$ cat config.mk
export PLATFORM = sky130hd
export DESIGN_NAME = pll_reset_sequencer
export DESIGN_NICKNAME = d
export VERILOG_FILES = /design/src/rtl/pll_reset_sequencer.sv
export SDC_FILE = /design/constraint.sdc
export NUM_CORES = 1
export LEC_CHECK = 0
export ABC_AREA = 1
export BUFFER_PORTS_ARGS = -buffer_cell sky130_fd_sc_hd__buf_2
export CAP_MARGIN = 20
export CORE_UTILIZATION = 55
export CTS_CLUSTER_DIAMETER = 30
export DETAILED_ROUTE_END_ITERATION = 12
export PLACE_DENSITY = 0.74
export SYNTH_ARGS = -nofsm -noshare
export SYNTH_HDL_FRONTEND = slang
export SYNTH_SLANG_ARGS = --single-unit
$ cat constraint.sdc
create_clock -name clock_in -period 3.6 [get_ports clock_in]
set_clock_uncertainty 0.15 [all_clocks]
set_input_delay 0.36 -clock clock_in [delete_from_list [all_inputs] [get_ports clock_in]]
set_output_delay 0.36 -clock clock_in [all_outputs]
set_load 0.02 [all_outputs]
$ cat src/rtl/pll_reset_sequencer.sv
// Reset sequencer for the 50 MHz PLL domain: waits for a stable lock, holds the system
// reset a little longer, and records lock-loss events seen while running.
module pll_reset_sequencer #(
    parameter int unsigned SYNC_STAGES        = 2,
    parameter int unsigned LOCK_STABLE_CYCLES = 1024,
    parameter int unsigned HOLD_CYCLES        = 16,
    parameter int unsigned CNT_W              = 16,
    parameter int unsigned LOSS_W             = 8
) (
    input  logic              clock_in,
    input  logic              reset_n,
    input  logic              locked,
    input  logic              clear_status,
    output logic              sys_reset_n,
    output logic              sys_ready,
    output logic [1:0]        state,
    output logic              lock_lost,
    output logic [LOSS_W-1:0] lock_lost_count
);

    typedef enum logic [1:0] {
        StReset    = 2'd0,
        StWaitLock = 2'd1,
        StHold     = 2'd2,
        StRun      = 2'd3
    } state_e;

    localparam logic [CNT_W-1:0] LockLast = CNT_W'(LOCK_STABLE_CYCLES - 1);
    localparam logic [CNT_W-1:0] HoldLast = CNT_W'(HOLD_CYCLES - 1);

    logic [SYNC_STAGES-1:0] r_sync;
    logic                   w_lock_s;

    state_e                 r_state;
    state_e                 w_state_d;
    logic [CNT_W-1:0]       r_cnt;
    logic [CNT_W-1:0]       w_cnt_d;
    logic                   w_loss;

    logic                   r_sys_reset_n;
    logic                   r_sys_ready;
    logic                   r_lock_lost;
    logic                   w_lock_lost_d;
    logic [LOSS_W-1:0]      r_loss_cnt;
    logic [LOSS_W-1:0]      w_loss_cnt_d;

    // 'locked' is asynchronous to clock_in; only the last stage is used.
    always_ff @(posedge clock_in or negedge reset_n) begin
        if (!reset_n) begin
            r_sync <= '0;
        end else begin
            r_sync <= {r_sync[SYNC_STAGES-2:0], locked};
        end
    end

    assign w_lock_s = r_sync[SYNC_STAGES-1];

    always_comb begin
        w_state_d = r_state;
        w_cnt_d   = r_cnt;
        w_loss    = 1'b0;
        case (r_state)
            StReset: begin
                w_state_d = StWaitLock;
                w_cnt_d   = '0;
            end
            StWaitLock: begin
                if (!w_lock_s) begin
                    w_cnt_d = '0;
                end else if (r_cnt == LockLast) begin
                    w_state_d = StHold;
                    w_cnt_d   = '0;
                end else begin
                    w_cnt_d = r_cnt + 1'b1;
                end
            end
            StHold: begin
                if (!w_lock_s) begin
                    w_state_d = StWaitLock;
                    w_cnt_d   = '0;
                end else if (r_cnt == HoldLast) begin
                    w_state_d = StRun;
                end else begin
                    w_cnt_d = r_cnt + 1'b1;
                end
            end
            StRun: begin
                if (!w_lock_s) begin
                    w_state_d = StWaitLock;
                    w_cnt_d   = '0;
                    w_loss    = 1'b1;
                end
            end
            default: begin
                w_state_d = StReset;
                w_cnt_d   = '0;
            end
        endcase
    end

    always_ff @(posedge clock_in or negedge reset_n) begin
        if (!reset_n) begin
            r_state <= StReset;
            r_cnt   <= '0;
        end else begin
            r_state <= w_state_d;
            r_cnt   <= w_cnt_d;
        end
    end

    // Outputs follow the next state so they flip on the same edge as entry/exit of RUN.
    always_ff @(posedge clock_in or negedge reset_n) begin
        if (!reset_n) begin
            r_sys_reset_n <= 1'b0;
            r_sys_ready   <= 1'b0;
        end else begin
            r_sys_reset_n <= (w_state_d == StRun);
            r_sys_ready   <= (w_state_d == StRun);
        end
    end

    // A clear coinciding with a loss is applied first, so the loss still registers.
    always_comb begin
        w_lock_lost_d = r_lock_lost;
        w_loss_cnt_d  = r_loss_cnt;
        if (clear_status) begin
            w_lock_lost_d = 1'b0;
            w_loss_cnt_d  = '0;
        end
        if (w_loss) begin
            w_lock_lost_d = 1'b1;
            if (w_loss_cnt_d != {LOSS_W{1'b1}}) begin
                w_loss_cnt_d = w_loss_cnt_d + LOSS_W'(1);
            end
        end
    end

    always_ff @(posedge clock_in or negedge reset_n) begin
        if (!reset_n) begin
            r_lock_lost <= 1'b0;
            r_loss_cnt  <= '0;
        end else begin
            r_lock_lost <= w_lock_lost_d;
            r_loss_cnt  <= w_loss_cnt_d;
        end
    end

    assign sys_reset_n     = r_sys_reset_n;
    assign sys_ready       = r_sys_ready;
    assign state           = r_state;
    assign lock_lost       = r_lock_lost;
    assign lock_lost_count = r_loss_cnt;

endmodule

==> results_dict.tcl, run 1 <==
set metrics [dict create \
    layout-drive-gt1-share_pct 14.5 \
    finalHoldViolCount 0 \
    power.density_mw_per_mm2 316 \
    synthArstFlopShare_pct 100 \
    hold_start "locked" \
    max_slew.worst_pin.slew_ns 0.671 \
    clk_latency_ns 0.28 \
    gp_congestion 0.918 \
    run_status "finished clean" \
    hold-path-endpoint "r_sync[0]" \
    crit_type "flop to flop" \
    synth_fp_nets 296 \
    clk_pin_slew_ns 0.06 \
    synth.area.top_cells "dfrtp_1, nand2_1, nand3_1, inv_1, nor2_1" \
    slowest_stage "dfrtp_1" \
    die-area_mm2 0.00393 \
    p_leak_uw 0.00117 \
    ys.flop_type "dfrtp_1" \
    synth_common_cells "nand2_1, inv_1, nand3_1, dfrtp_1, nor2_1" \
    via_per_inst 5.08 \
    synth_cells 285 \
    synth_top_area_share_pct 37.0 \
    rsz0062_at_grt "false" \
    die_w_um 62.7 \
    path_max_fanout 11 \
    grt_overflow 0 \
    slew_headroom_pct 55.3 \
    ant_nets 0 \
    post-route-drc-count 0 \
    initial_core_util_pct 58.9 \
    io_buffers 16 \
    track_usage_pct 22.9 \
    end_kind "flop" \
    min_path_type "input port to flop" \
    hold_path_depth 1 \
    dp_hpwl_um 3090 \
    wl_um 4050 \
    timing.hold.ws_ns 0.0348 \
    r2r_slack_ns 1.67 \
    numCtsBuffers 5 \
    cts-root-buf "clkbuf_8" \
    avgRoutedWirePerCell_um 11.6 \
    grt_pass1_wl_um 7070 \
    first_global_vias 1577 \
    io-pin-count 17 \
    fmax_mhz 518 \
    n_antenna_cell 0 \
    areaGrowthSynthToFinish_pct 10.7 \
    dieHeight_um 62.7 \
    reg2reg_from "state[1]" \
    critPathRequiredTime_ns 3.67 \
    yosysMostFrequentCell "nand2_1" \
    synth_edf_count 0 \
    synth_area_leader_cell "dfrtp_1" \
    cts_tree "built" \
    rr_endpoint "r_cnt[11]" \
    min_period_ns 1.93 \
    syn_area_per_cell_um2 7.11 \
    grt_max_degree 31 \
    vdd_drop_max_mv 0.236 \
    final_nets 314 \
    rows 21 \
    vias 1774 \
    finalCritPeriodShare_pct 53.6 \
    worstPathCellList "inv_1, ha_1, nand2_1, inv_1, o21ai_0, a21oi_1, nand2_1, nand2_1" \
    slew_viol_final 0 \
    ys_types 30 \
    r2r_cells 8 \
    firstDrtPassIters 4 \
    ys_warn_count 0 \
    setup_viol 0 \
    htree_num_levels 2 \
    max-cap-violations 0 \
    critPathArrivalTime_ns 2.00 \
    synth_seq_area_share_pct 37.0 \
    setup_tns_ns 0 \
    design.core.area_mm2 0.00344 \
    numClockSinks 30 \
    cp_slowest_stage_delay_ns 0.42 \
    antenna_found_initial 0 \
    cp_common_cell "nand2_1" \
    ys_seq_elements 30 \
    ctsResizeCount 0 \
    cts.path.max_buffers 2 \
    cp-start-kind "flop" \
    dr.first_iter.drc_count 100 \
    syn_area_mm2 0.00203 \
]
-- through the flow --
| stage | power, µW | setup WS, ns | util, % | cells | area, µm² |
|---|---|---|---|---|---|
| after floorplan | 363 | 1.79 | - | 285 | 2030 |
| after global placement | 373 | 1.71 | 61.6 | 341 | 2120 |
| after detailed placement | 373 | 1.69 | 61.6 | 341 | 2120 |
| after CTS | 713 | 1.67 | 65.2 | 349 | 2240 |
| after global routing | 731 | 1.44 | 65.2 | 349 | 2240 |
| final | 709 | 1.67 | 65.2 | 349 | 2240 |
-- layer usage --
metal	global-route usage, %	share of wire (%)
met3	4.93	6.9
met5	0	0
met2	35.5	44
met1	32.1	48
met4	6.10	0.99
-- area by class of cell --
class | instances | area (µm²)
flip-flops and latches | 30 | 751
repair buffers | 17 | 90.1
clock inverters | 1 | 30.0
multi-input cells | 199 | 1040
clock buffers | 6 | 82.6
fillers | 301 | 1200
inverters | 50 | 193
well taps | 46 | 57.6
-- how the worst max path moves through the flow --
stage | start | to | slack, ns
after floorplan | state[0] | r_cnt[12] | 1.79
after global placement | clear_status | lock_lost_count[3] | 1.71
after detailed placement | clear_status | lock_lost_count[2] | 1.69
after CTS | state[0] | r_cnt[11] | 1.67
after global routing | state[0] | r_cnt[11] | 1.44
final | state[1] | r_cnt[11] | 1.67
-- state kept, by name (all words and copies together), names as in the netlist --
name             flops
lock_lost            1
r_cnt               16
lock_lost_count      8
sys_ready            1
r_sync               2
state                2
-- placed cells by master, fill, tap and decap left out, drive strengths merged, types with 2 or more instances in the layout --
cell type  Yosys  routed
nand2         82      82
inv           50      50
nand3         37      37
nor2          37      37
dfrtp         30      30
buf            5      16
o21ai         12      12
a21oi          7       7
ha             7       7
clkbuf         1       6
xor2           5       5
nand4          4       4
nor3           2       2
o21bai         2       2
-- cells by family (layout without fill, tap and decap cells) --
family / Yosys count / after routing / share of synthesized area (%)
AO/OA/AOI/OAI: 21 / 21 / 5.99
adder cells (fa/ha/maj): 7 / 7 / 4.32
XOR/XNOR: 6 / 6 / 2.59
buffers and inverters: 56 / 74 / 11.7
AND/OR/NAND/NOR: 165 / 165 / 38.4
flip-flops: 30 / 30 / 37.0
-- critical path, delay by kind of cell (launching register included) --
kind	cells	cell delay (ns)
flops	1	0.42
buf+inv	2	0.42
fa+ha+maj	1	0.36
compound gates	2	0.29
simple gates	3	0.23
-- where the power goes --
part,total [µW],switching [µW],leakage (µW),internal [µW]
Combinational,22.3,15.7,0.000702,6.58
Sequential,345,3.99,0.000407,341
Clock,342,121,0.0000573,221
Total,709,140,0.00117,569
-- timing repair --
item	CTS	global route
setup buffers	0	0
hold buffers	1	0
hold endpoints to repair	23	0
Note: power is estimated with default switching activity, not from simulation.
==> run 2: changes to the inputs <==
clock period = 1.8 ns   (was 3.6 ns; I/O delays follow)
==> run 2 against run 1 <==
  * Sequential power increased by 100%
  * Final area up 7.5%
  * Sequential cell count stayed put
  * Count of clock-buffer cells in the layout unchanged
  * Global-route usage up 1.5 points
  * Fmax up 12%
  * Worst setup slack lost 1.6 ns
  * Hold slack improved by 0.030 ns
  * Via count increased by 5.5%
  * Die area stayed put
  * Clock power grew 68%
  * Combinational power rose to 2.6 times the previous value
  * Largest cell class unchanged
  * Highest routed layer unchanged
==> results_dict.tcl, run 2 (same netlist as run 1, synthesis figures left out) <==
set metrics [dict create \
    post-route-drc-count 0 \
    cts_tree "built" \
    finalCritPeriodShare_pct 95.5 \
    largest_reg_flops 16 \
    regMostFlops "r_cnt" \
    path_max_fanout 9 \
    final_nets 330 \
    grt_pass1_wl_um 7490 \
    die_w_um 62.7 \
    cpLargestDelayFamily "simple AND/OR/NAND/NOR gates" \
    worst-path-buf-inv 4 \
    finalHoldViolCount 0 \
    layout_commonest_cell "nand2_1" \
    rsz0062_at_grt "true" \
    min_path_type "input port to flop" \
    layout-drive-gt1-share_pct 21.6 \
    cts.path.max_buffers 2 \
    power_uw 1330 \
    setup_viol 0 \
    numCtsBuffers 5 \
    grt_overflow 0 \
    clk_pin_slew_ns 0.07 \
    setup_ws_ns 0.0802 \
    wl_um 4490 \
    slowest_stage "dfrtp_2" \
    die-area_mm2 0.00393 \
    gp_congestion 0.885 \
    first_global_vias 1689 \
    post-place-ws_ns 0.00887 \
    avgRoutedWirePerCell_um 12.3 \
    power.density_mw_per_mm2 550 \
    rows 21 \
    track_usage_pct 24.4 \
    clk_latency_ns 0.29 \
    cts-root-buf "clkbuf_8" \
    critPathArrivalTime_ns 1.74 \
    io_buffers 16 \
    max_slew.worst_pin.slew_ns 0.323 \
    vdd_drop_max_mv 0.658 \
    htree_num_levels 2 \
    max-cap-violations 0 \
    cp-start-kind "flop" \
    end_kind "flop" \
    initial_core_util_pct 58.9 \
    crit_type "flop to flop" \
    areaGrowthSynthToFinish_pct 19.0 \
    design.core.area_mm2 0.00344 \
    slew_viol_final 0 \
    dr.first_iter.drc_count 84 \
    fmax_mhz 581 \
    min_period_ns 1.72 \
    p_leak_uw 0.00125 \
    vias 1872 \
    numClockSinks 30 \
    antenna_found_initial 0 \
    slew_headroom_pct 78.4 \
    critPathRequiredTime_ns 1.82 \
    via_per_inst 5.11 \
    io-pin-count 17 \
    run_status "finished clean" \
    ant_nets 0 \
    worstPathCellList "inv_2, ha_2, nand2_1, inv_2, nand3_4, nand2_8, inv_6, nand2_8, inv_2, nand2_1, nand2_1" \
    dieHeight_um 62.7 \
    dp_hpwl_um 3320 \
    n_antenna_cell 0 \
    firstDrtPassIters 4 \
    grt_max_degree 15 \
    cp_slowest_stage_delay_ns 0.45 \
    layout_common_cells "nand2_1, inv_1, nand3_1, nor2_1, dfrtp_1" \
]
run 2: tightest hold or removal path, stage by stage:
cell     delay [ns]
buf_2          0.10
nor2_1         0.06
nand2_1        0.05
o21ai_0        0.06
run 2: final timing paths:
kind,end,startpoint,slack (ns),cells past startpoint
min in group asynchronous,r_cnt[7],reset_n,0.16,2
max,r_cnt[11],state[0],0.08,11
max reg2reg,r_cnt[11],state[0],0.08,11
min reg2reg,r_sync[1],r_sync[0],0.21,0
max in group asynchronous,state[0],reset_n,0.87,3
min,lock_lost_count[1],clear_status,0.07,4
run 2: layout make-up:
class                           count  area (µm²)
Timing Repair Buffer               33         213
Tap cell                           46        57.6
Fill cell                         315        1030
Clock inverter                      2        12.5
Multi-Input combinational cell    199        1100
Inverter                           50         193
Clock buffer                        6        82.6
Sequential cell                    30         752
run 2: report_power, final:
part / internal, µW / switching, µW / total, µW
Combinational: 24.0 / 34.6 / 58.6
Sequential: 682 / 11.0 / 693
Clock: 307 / 268 / 575
Total: 1010 / 314 / 1330
run 2: through the flow:
step / util, % / hold WS [ns] / setup TNS, ns / instances / instance area [µm²]
2_1_floorplan: - / -0.266 / 0 / 285 / 2030
3_3_place_gp: 64.0 / -0.0519 / 0 / 352 / 2200
3_5_place_dp: 64.0 / -0.0525 / 0 / 352 / 2200
4_1_cts: 67.5 / 0.0598 / 0 / 362 / 2320
5_1_grt: 70.0 / 0.0798 / -0.0755 / 366 / 2410
6_report: 70.0 / 0.0651 / 0 / 366 / 2410
run 2: layer usage:
metal | part of all wire [%] | global-route usage [%]
met5 | 0 | 0
met4 | 1.6 | 8.14
met3 | 6.2 | 4.38
met2 | 46 | 38.2
met1 | 46 | 34.0
run 2: what timing repair did:
item,in CTS,in global routing
endpoints found under the hold margin,31,0
buffers inserted,0,4
resized for setup,1,11
setup endpoints to repair,2,22
hold buffers,2,0
pin swaps,0,2
gates cloned,0,0
==> run 3: changes to the inputs <==
PLACE_DENSITY = 0.76   (was 0.74)
clock period = 1.7 ns   (was 1.8 ns; I/O delays follow)
==> run 3 against run 2 <==
  * Combinational power grew 15%
  * Cell count increased by 2.7%
  * Core utilization rose by 3.1 points
  * Critical endpoint is now r_cnt[9]
  * Highest routed layer unchanged
  * Count of clock-buffer cells in the layout did not move
  * Sequential power rose by 5.6%
  * Largest power group unchanged
==> results_dict.tcl, run 3 (same netlist as run 1, synthesis figures left out) <==
set metrics [dict create \
    clk_pin_slew_ns 0.07 \
    dr.first_iter.drc_count 108 \
    netSwitchingFraction_pct 23.4 \
    gp_congestion 0.938 \
    cts-root-buf "clkbuf_8" \
    ant_nets 0 \
    critPathArrivalTime_ns 1.70 \
    die-area_mm2 0.00393 \
    seqPwrFrac_pct 52.3 \
    power_switching_uw 327 \
    design.core.area_mm2 0.00344 \
    power_frac_clock_pct 42.9 \
    antenna_found_initial 0 \
    highest_layer "met4" \
    worstPathCellList "inv_1, buf_4, ha_1, nand2_1, nand2_4, nand2_8, inv_2, nand2_1, nand2_1" \
    vdd_drop_max_mv 0.761 \
    cp_common_cell "nand2_1" \
    reg2reg_from "state[1]" \
    max_slew.worst_pin.slew_ns 0.692 \
    route.met2.wl_um 2250 \
    finalCritPeriodShare_pct 98.8 \
    dieHeight_um 62.7 \
    areaGrowthSynthToFinish_pct 24.1 \
    path_max_fanout 7 \
    power.density_mw_per_mm2 556 \
    min_path_type "input port to flop" \
    first_global_vias 1747 \
    slew_headroom_pct 53.9 \
    grt_max_degree 31 \
    die_w_um 62.7 \
    firstDrtPassIters 5 \
    crit_type "flop to flop" \
    end_kind "flop" \
    cts.path.max_buffers 2 \
    initial_core_util_pct 58.9 \
    layout_common_cells "nand2_1, inv_1, nand3_1, dfrtp_1, nor2_1" \
    wl_met1_um 2250 \
    internal-power_uw 1070 \
    vias 1958 \
    cpLargestDelayFamily "simple AND/OR/NAND/NOR gates" \
    finalHoldViolCount 0 \
    power_frac_comb_pct 4.8 \
    run_status "finished clean" \
    grt_overflow 0 \
    wl_um 4870 \
    io-pin-count 17 \
    io_buffers 16 \
    final_nets 340 \
    via_per_inst 5.21 \
    avgRoutedWirePerCell_um 12.9 \
    post-route-drc-count 0 \
    min_period_ns 1.68 \
    crit_path_start "state[1]" \
    p_leak_uw 0.00129 \
    fmax_mhz 596 \
    cp_slowest_stage_delay_ns 0.42 \
    hold_start "clear_status" \
    n_antenna_cell 0 \
    dp_hpwl_um 3330 \
    grt_pass1_wl_um 7920 \
    cts_tree "built" \
    rsz0062_at_grt "true" \
    slew_viol_final 0 \
    timing.hold.ws_ns 0.0520 \
    setup_tns_ns 0 \
    numCtsBuffers 5 \
    max-cap-violations 0 \
    wl_met3_um 288 \
    critPathRequiredTime_ns 1.72 \
    worst-path-buf-inv 3 \
    largest_reg_flops 16 \
    slowest_stage "dfrtp_1" \
    setup_viol 0 \
    track_usage_pct 26.3 \
    numClockSinks 30 \
    rows 21 \
    clk_latency_ns 0.28 \
    cp-start-kind "flop" \
    regMostFlops "r_cnt" \
    layout-drive-gt1-share_pct 26.1 \
    layout_commonest_cell "nand2_1" \
    htree_num_levels 2 \
]
-- run 3: final timing paths --
path	endpoint	slack, ns	cells after the start
worst max-delay path	r_cnt[9]	0.02	9
worst min-delay path	lock_lost_count[1]	0.05	4
worst max register to register	r_cnt[9]	0.02	9
worst min register to register	r_sync[1]	0.20	0
max in group asynchronous	state[0]	0.61	2
min in group asynchronous	r_cnt[15]	0.31	2
-- run 3: tightest hold or removal path, stage by stage --
cell     delay, ns
buf_2         0.11
nor2_2        0.05
nand2_1       0.05
o21ai_0       0.06
-- run 3: layout make-up --
type                    instances  area (µm²)
multi-input cells             199        1120
flip-flops and latches         30         753
clock buffers                   6        82.6
well taps                      46        57.6
clock inverters                 2        12.5
inverters                      50         195
repair buffers                 43         292
fillers                       268         926
-- run 3: power by group through the flow --
stage                     registers, µW  clock network [µW]  logic [µW]
after floorplan                     740                   0        28.4
after global placement              742                   0        57.4
after detailed placement            743                   0        58.0
after CTS                           732                 612        65.5
after global routing                733                 642        75.3
final                               732                 601        67.3
-- run 3: timing repair --
item / CTS / global route
hold buffers: 2 / 0
hold endpoints to repair: 31 / 0
pin swaps: 0 / 5
setup buffers: 0 / 5
resized for setup: 3 / 20
endpoints found under the setup margin: 10 / 23
-- run 3: metal layers --
layer / vias up / GRT usage (%)
li1: 979 / -
met1: 896 / 36.4
met2: 76 / 39.9
met3: 7 / 6.02
met4: 0 / 9.88
met5: - / 0
-- run 3: metrics by stage --
step / setup WS [ns] / std cells / cell area [µm²] / total power [µW] / utilization, %
after global placement: 0.00126 / 361 / 2270 / 799 / 66.0
after floorplan: 0.00874 / 285 / 2030 / 768 / -
after global routing: -0.0957 / 376 / 2520 / 1450 / 73.1
final: 0.0208 / 376 / 2520 / 1400 / 73.1
after detailed placement: -0.0152 / 361 / 2270 / 801 / 66.0
after CTS: 0.0172 / 371 / 2410 / 1410 / 69.9
